`src/rtl/nes_pkg.sv`:
```
// -----------------------------------------------------------------------------
// nes_pkg
// Shared definitions for the NES/SNES pad responder.
//   - FRAME_BITS_NES / FRAME_BITS_SNES : frame lengths of the two pad types
//   - FRAME_BITS                       : active frame length for this build
//   - LOAD_MASK                        : bits of buttons_in captured at load
//   - BTN_*                            : bit positions of each button
//   - state_t                          : responder FSM state encoding
// Configuration macro: NES_RESPONDER_SNES_EN (16-bit SNES frame when defined).
// -----------------------------------------------------------------------------
package nes_pkg;

   localparam int FRAME_BITS_NES  = 8;
   localparam int FRAME_BITS_SNES = 16;

`ifdef NES_RESPONDER_SNES_EN
   localparam int FRAME_BITS = FRAME_BITS_SNES;

   // Bits [15:12] are forced to 0 at load so they shift out as 1: the SNES
   // controller ID nibble.
   localparam logic [FRAME_BITS-1:0] LOAD_MASK = 16'h0FFF;

   localparam int BTN_B      = 0;
   localparam int BTN_Y      = 1;
   localparam int BTN_SELECT = 2;
   localparam int BTN_START  = 3;
   localparam int BTN_UP     = 4;
   localparam int BTN_DOWN   = 5;
   localparam int BTN_LEFT   = 6;
   localparam int BTN_RIGHT  = 7;
   localparam int BTN_A      = 8;
   localparam int BTN_X      = 9;
   localparam int BTN_L      = 10;
   localparam int BTN_R      = 11;
`else
   localparam int FRAME_BITS = FRAME_BITS_NES;

   localparam logic [FRAME_BITS-1:0] LOAD_MASK = 8'hFF;

   localparam int BTN_A      = 0;
   localparam int BTN_B      = 1;
   localparam int BTN_SELECT = 2;
   localparam int BTN_START  = 3;
   localparam int BTN_UP     = 4;
   localparam int BTN_DOWN   = 5;
   localparam int BTN_LEFT   = 6;
   localparam int BTN_RIGHT  = 7;
`endif

   typedef enum logic [1:0] {
      IDLE  = 2'd0,
      LOAD  = 2'd1,
      SHIFT = 2'd2,
      EMPTY = 2'd3
   } state_t;

endpackage

```
`src/rtl/nes_pin_sync.sv`:
```
// -----------------------------------------------------------------------------
// nes_pin_sync
// Synchroniser plus edge-strobe generator for one asynchronous protocol pin.
// Ports:
//   clk   in  system clock
//   rst_n in  synchronous active-low reset (flushes chain and strobes to 0)
//   pin   in  asynchronous pin
//   rise  out 1-cycle strobe, SYNC_STAGES+1 cycles after a 0->1 pin edge
//   fall  out 1-cycle strobe, SYNC_STAGES+1 cycles after a 1->0 pin edge
// Parameter SYNC_STAGES (>= 2): flops in the synchroniser chain.
// -----------------------------------------------------------------------------
module nes_pin_sync #(
   parameter int SYNC_STAGES = 2
) (
   input  logic clk,
   input  logic rst_n,
   input  logic pin,
   output logic rise,
   output logic fall
);

   logic [SYNC_STAGES-1:0] sync_q;
   logic                   prev_q;
   logic                   sync_out;

   assign sync_out = sync_q[SYNC_STAGES-1];

   always_ff @(posedge clk) begin
      if (!rst_n) begin
         sync_q <= '0;
         prev_q <= 1'b0;
         rise   <= 1'b0;
         fall   <= 1'b0;
      end else begin
         sync_q <= {sync_q[SYNC_STAGES-2:0], pin};
         prev_q <= sync_out;
         // Strobes are registered so no downstream logic sees the chain
         // output combinationally.
         rise   <= sync_out & ~prev_q;
         fall   <= ~sync_out & prev_q;
      end
   end

endmodule

```
`src/rtl/nes_controller_responder.sv`:
```
// -----------------------------------------------------------------------------
// nes_controller_responder
// Controller-side end of the NES serial pad protocol, emulating a 4021 shift
// register: latch captures buttons_in, each nes_clk rise shifts the next bit
// out on nes_data (active-low).
// Ports:
//   clk        in   system clock
//   rst_n      in   synchronous active-low reset
//   buttons_in in   [FRAME_BITS] button states, 1 = pressed
//   nes_latch  in   asynchronous latch from the receiver
//   nes_clk    in   asynchronous shift clock from the receiver
//   nes_data   out  serial data, 0 = pressed, registered
//   frame_done out  1-cycle pulse when the last frame bit is consumed
//   bit_index  out  [5] index of the bit currently on nes_data
// Parameter SYNC_STAGES (>= 2): synchroniser depth on each protocol pin.
// Configuration macro: NES_RESPONDER_SNES_EN selects the 16-bit SNES frame
// (via nes_pkg::FRAME_BITS); undefined gives the 8-bit NES frame.
//
// state | meaning
// ------+--------------------------------------------------------------
// IDLE  | after reset, line high, shift clocks ignored
// LOAD  | latch high, parallel mode: shreg and nes_data follow buttons_in
// SHIFT | latch low, each clk_rise advances one bit
// EMPTY | frame consumed, line held low (serial-in tied to 0)
// -----------------------------------------------------------------------------
module nes_controller_responder
   import nes_pkg::*;
#(
   parameter int SYNC_STAGES = 2
) (
   input  logic                  clk,
   input  logic                  rst_n,
   input  logic [FRAME_BITS-1:0] buttons_in,
   input  logic                  nes_latch,
   input  logic                  nes_clk,
   output logic                  nes_data,
   output logic                  frame_done,
   output logic [4:0]            bit_index
);

   localparam int         IDXW     = $clog2(FRAME_BITS);
   localparam logic [4:0] LAST_IDX = 5'(FRAME_BITS - 1);
   localparam logic [4:0] END_IDX  = 5'(FRAME_BITS);

   logic                  latch_rise;
   logic                  latch_fall;
   logic                  clk_rise;
   logic                  clk_fall;
   logic                  unused_clk_fall;

   state_t                state;
   logic [FRAME_BITS-1:0] shreg;
   logic [FRAME_BITS-1:0] load_word;
   logic [4:0]            next_idx;

   nes_pin_sync #(.SYNC_STAGES(SYNC_STAGES)) u_latch_sync (
      .clk   (clk),
      .rst_n (rst_n),
      .pin   (nes_latch),
      .rise  (latch_rise),
      .fall  (latch_fall)
   );

   nes_pin_sync #(.SYNC_STAGES(SYNC_STAGES)) u_clk_sync (
      .clk   (clk),
      .rst_n (rst_n),
      .pin   (nes_clk),
      .rise  (clk_rise),
      .fall  (clk_fall)
   );

   // The protocol only advances on nes_clk rising edges.
   assign unused_clk_fall = clk_fall;

   assign load_word = buttons_in & LOAD_MASK;
   assign next_idx  = bit_index + 5'd1;

   always_ff @(posedge clk) begin
      if (!rst_n) begin
         state      <= IDLE;
         shreg      <= '0;
         nes_data   <= 1'b1;
         frame_done <= 1'b0;
         bit_index  <= 5'd0;
      end else begin
         frame_done <= 1'b0;
         // A latch rise restarts the frame from any state and swallows a
         // coincident clk_rise.
         if (latch_rise) begin
            state     <= LOAD;
            shreg     <= load_word;
            nes_data  <= ~buttons_in[0];
            bit_index <= 5'd0;
         end else begin
            case (state)
               IDLE: begin
                  nes_data  <= 1'b1;
                  bit_index <= 5'd0;
               end
               LOAD: begin
                  // Parallel mode is transparent up to and including the
                  // cycle the fall is seen; a coincident clk_rise is dropped.
                  shreg     <= load_word;
                  nes_data  <= ~buttons_in[0];
                  bit_index <= 5'd0;
                  if (latch_fall) begin
                     state <= SHIFT;
                  end
               end
               SHIFT: begin
                  if (clk_rise) begin
                     if (bit_index == LAST_IDX) begin
                        bit_index  <= END_IDX;
                        nes_data   <= 1'b0;
                        frame_done <= 1'b1;
                        state      <= EMPTY;
                     end else begin
                        bit_index <= next_idx;
                        nes_data  <= ~shreg[next_idx[IDXW-1:0]];
                     end
                  end
               end
               EMPTY: begin
                  nes_data  <= 1'b0;
                  bit_index <= END_IDX;
               end
               default: begin
                  state <= IDLE;
               end
            endcase
         end
      end
   end

endmodule

```
`config.mk`:
```
export PLATFORM = sky130hd
export DESIGN_NAME = nes_controller_responder
export DESIGN_NICKNAME = d
export VERILOG_FILES = /design/src/rtl/nes_pkg.sv /design/src/rtl/nes_pin_sync.sv /design/src/rtl/nes_controller_responder.sv
export SDC_FILE = /design/constraint.sdc
export NUM_CORES = 1
export LEC_CHECK = 0
export ABC_AREA = 1
export BUFFER_PORTS_ARGS = -buffer_cell sky130_fd_sc_hd__buf_2
export CAP_MARGIN = 20
export CORE_MARGIN = 2
export CORE_UTILIZATION = 35
export CTS_BUF_LIST = sky130_fd_sc_hd__clkbuf_2
export CTS_CLUSTER_SIZE = 30
export DETAILED_ROUTE_END_ITERATION = 7
export GPL_ROUTABILITY_DRIVEN = 0
export HOLD_SLACK_MARGIN = 0.12
export PLACE_DENSITY_LB_ADDON = 0.12
export SYNTH_ARGS = -nofsm -noshare
export SYNTH_HDL_FRONTEND = slang
export SYNTH_SLANG_ARGS = --single-unit
```
`constraint.sdc`:
```
create_clock -name clk -period 3.14 [get_ports clk]
set_input_delay 0.471 -clock clk [delete_from_list [all_inputs] [get_ports clk]]
set_output_delay 0.471 -clock clk [all_outputs]
set_load 0.05 [all_outputs]
```
==> metrics.md <==
| Metric | Value |
|---|---|
| DP Cell Count | `211` |
| Post-Layout Cell Count | `~220` |
| Core area | `slightly above 3000 µm²` |
| Final min period | `1.66 ns` |
| Vias | `approximately 910` |
| Setup violators final | `0` |
| Fmax | `0.602 GHz` |
| Root buffer selected by CTS | `clkbuf_2` |
| Total GRT Usage | `0.131` |
| P_leak | `between 0.6 and 0.7 nW` |
| Worst path arrival time | `around 1.2 ns` |
| Area growth syn-to-layout | `16.4%` |
| Most common flop cell mapped by yosys | `dfxtp_1` |
| Cell type with the largest total area after synthesis | `dfxtp_1` |
| Startpoint Class | `flip-flop` |
| Slew headroom | `0.830` |
| Design area | `around 1300 µm²` |
| Starting Density | `0.369` |
| Iteration-0 DRC Markers | `18` |
| Post-synth EDFFs | `0` |
| Min Hold Slack | `around 0.29 ns` |
| HPWL after DPL | `1.58 mm` |
| Maxcap violations | `0` |
| Synth Area per Inst | `around 7.5 µm²` |
| Net switching power figure | `around 340 µW` |
| Detail Route Antenna Nets | `0` |
| Largest cells by area after synthesis | `dfxtp_1, nand2_1, nor2_1, inv_1, ha_1` |
| Die width | `about 61 µm` |
| Grt ovf | `0` |
| Max Fanout on Critical Path | `8` |
| CP delay by family, top | `flip-flops` |
| CTS sink cnt | `26` |
| Worst min path class | `primary input to flip-flop` |
| Post-Route WL | `a little over 2 mm` |
| Total power | `approximately 950 µW` |
| Sequential share of the synthesized area | `0.462` |
| Post-synth cell types | `20` |
| Clock Tree Buf Depth | `2` |
| Cts hold-fix bufs | `0` |
| Yosys top cell area share | `0.462` |
| Top cells by count, synth | `nand2_1, dfxtp_1, nor2_1` |
| CP peak stage delay | `between 0.5 and 0.6 ns` |
| Setup_tns | `0 ns` |
| Initial antenna violation count | `0` |
| Global-route wire length before repair | `~3.6 mm` |
| CTS tree | `done` |
| Final setup skew | `between 0.015 and 0.02 ns` |
| # H-tree levels | `1` |
| Drt drc | `0` |
| Setup bufs post-CTS | `0` |
| Post-synthesis net count | `167` |
| Worst Path Buf+Inv | `1` |
| Final period util | `0.529` |
| Sequential share of power | `0.441` |
| # IOs | `19` |
| Worst EP required | `about 2.7 ns` |
| Vias in the first global route | `838` |
| RSZ-0062 raised after global routing | `no` |
| Cell Rows | `20` |
| Crit path max-delay cell type | `dfxtp_1` |
| Resized cells post-CTS | `0` |
| Worst-Margin Slew | `approximately 0.25 ns` |
| Status | `finished clean` |
| Mapped Cells | `150` |
| CTS buffer count | `3` |
| Ys async rst share | `0` |
| Pin count of the biggest net entering global routing | `17` |
| Crit path cell chain | `buf_2` |
| R2R setup slack | `~1.7 ns` |
| Combinational group share of total power | `0.338` |
| VDD IR max | `~0.43 mV` |
| First drt pass iteration count | `4` |
| Pint | `slightly above 600 µW` |
| Final hold vios | `0` |
| Cell Pwr Density | `between 700 and 800 nW/µm²` |
| Dpl cell area | `1270 µm²` |
| CP Capture Type | `output port` |
| Routed len/inst | `9.51 µm` |
| Nets | `approximately 190` |
| Clock network fraction of total power | `0.222` |
| Die area | `3690 µm²` |
| Crit path kind | `flip-flop to output port` |
| Antenna Cells | `0` |
| Synth warn | `0` |
| Share of layout cells above drive strength 1 | `0.187` |
| Die height | `between 60 and 70 µm` |
| Drt via density | `about 4.2` |
| Yosys reg bits | `26` |
| Most frequent cell after synthesis | `nand2_1` |
| Sw Ratio | `0.358` |
| Slew Limit Fails | `0` |
| Cell Area, Synth | `1130 µm²` |
| Skew-Pair Late Insertion Delay | `between 0.3 and 0.4 ns` |
| Port bufs | `18` |
| Worst-path clk slew | `0.25 ns` |
[through the flow]
step | utilization | setup slack (ns)
2_1_floorplan | - | 1.49
3_3_place_gp | 0.415 | 1.73
3_5_place_dp | 0.415 | 1.73
4_1_cts | 0.430 | 1.46
5_1_grt | 0.430 | 1.40
6_report | 0.430 | 1.48
[state kept, by name, indices dropped and copies added, names as in the netlist]
name                 count
shreg                    8
bit_index                5
state                    2
u_clk_sync.sync_q        2
u_latch_sync.sync_q      2
frame_done               1
nes_data                 1
u_clk_sync.prev_q        1
u_clk_sync.rise          1
u_latch_sync.fall        1
u_latch_sync.prev_q      1
u_latch_sync.rise        1
[cells in the final DEF (no fill, tap or decap), types with 3 or more instances in the layout]
cell / instances
nor2_1: 24
nand2_1: 32
inv_1: 19
clkbuf_2: 3
buf_2: 18
nand3_1: 9
o21ai_0: 12
dfxtp_1: 26
ha_1: 5
a21oi_1: 5
[final cells by class]
cell class | count | area, µm²
inverters | 21 | 80.1
flip-flops and latches | 26 | 520
clock inverters | 1 | 30.0
multi-input cells | 102 | 522
clock buffers | 3 | 15.0
repair buffers | 18 | 90.1
well taps | 44 | 55.1
fillers | 336 | 1740
[path summary, 6_finish.rpt]
| path | startpoint | endpoint | depth (start not counted) |
|---|---|---|---|
| setup / recovery | bit_index[0] | bit_index[0] | 1 |
| hold / removal | nes_latch | u_latch_sync.sync_q[0] | 3 |
| setup reg to reg | bit_index[0] | nes_data | 9 |
| hold reg to reg | u_clk_sync.prev_q | u_clk_sync.rise | 1 |
[kinds of logic after synthesis]
kind of cell / count (synthesis) / synth area share
simple gates: 75 / 0.297
flops: 26 / 0.462
buf+inv: 22 / 0.0755
compound gates: 20 / 0.0943
fa+ha+maj: 5 / 0.0555
xor+xnor: 2 / 0.0155
[power groups by stage]
| stage | Combinational (mW) | Sequential (mW) | Clock [mW] |
|---|---|---|---|
| 2_1_floorplan | 0.240 | 0.438 | 0 |
| 3_3_place_gp | 0.323 | 0.423 | 0 |
| 3_5_place_dp | 0.323 | 0.425 | 0 |
| 4_1_cts | 0.324 | 0.417 | 0.217 |
| 5_1_grt | 0.372 | 0.425 | 0.226 |
| 6_report | 0.320 | 0.417 | 0.210 |
[layer usage]
layer / wire (µm) / GRT usage
met5: 0 / 0
met4: 15 / 0.0280
met3: 70 / 0.0384
met2: 852 / 0.203
met1: 1100 / 0.183
Power figures use the tool's default switching activity.
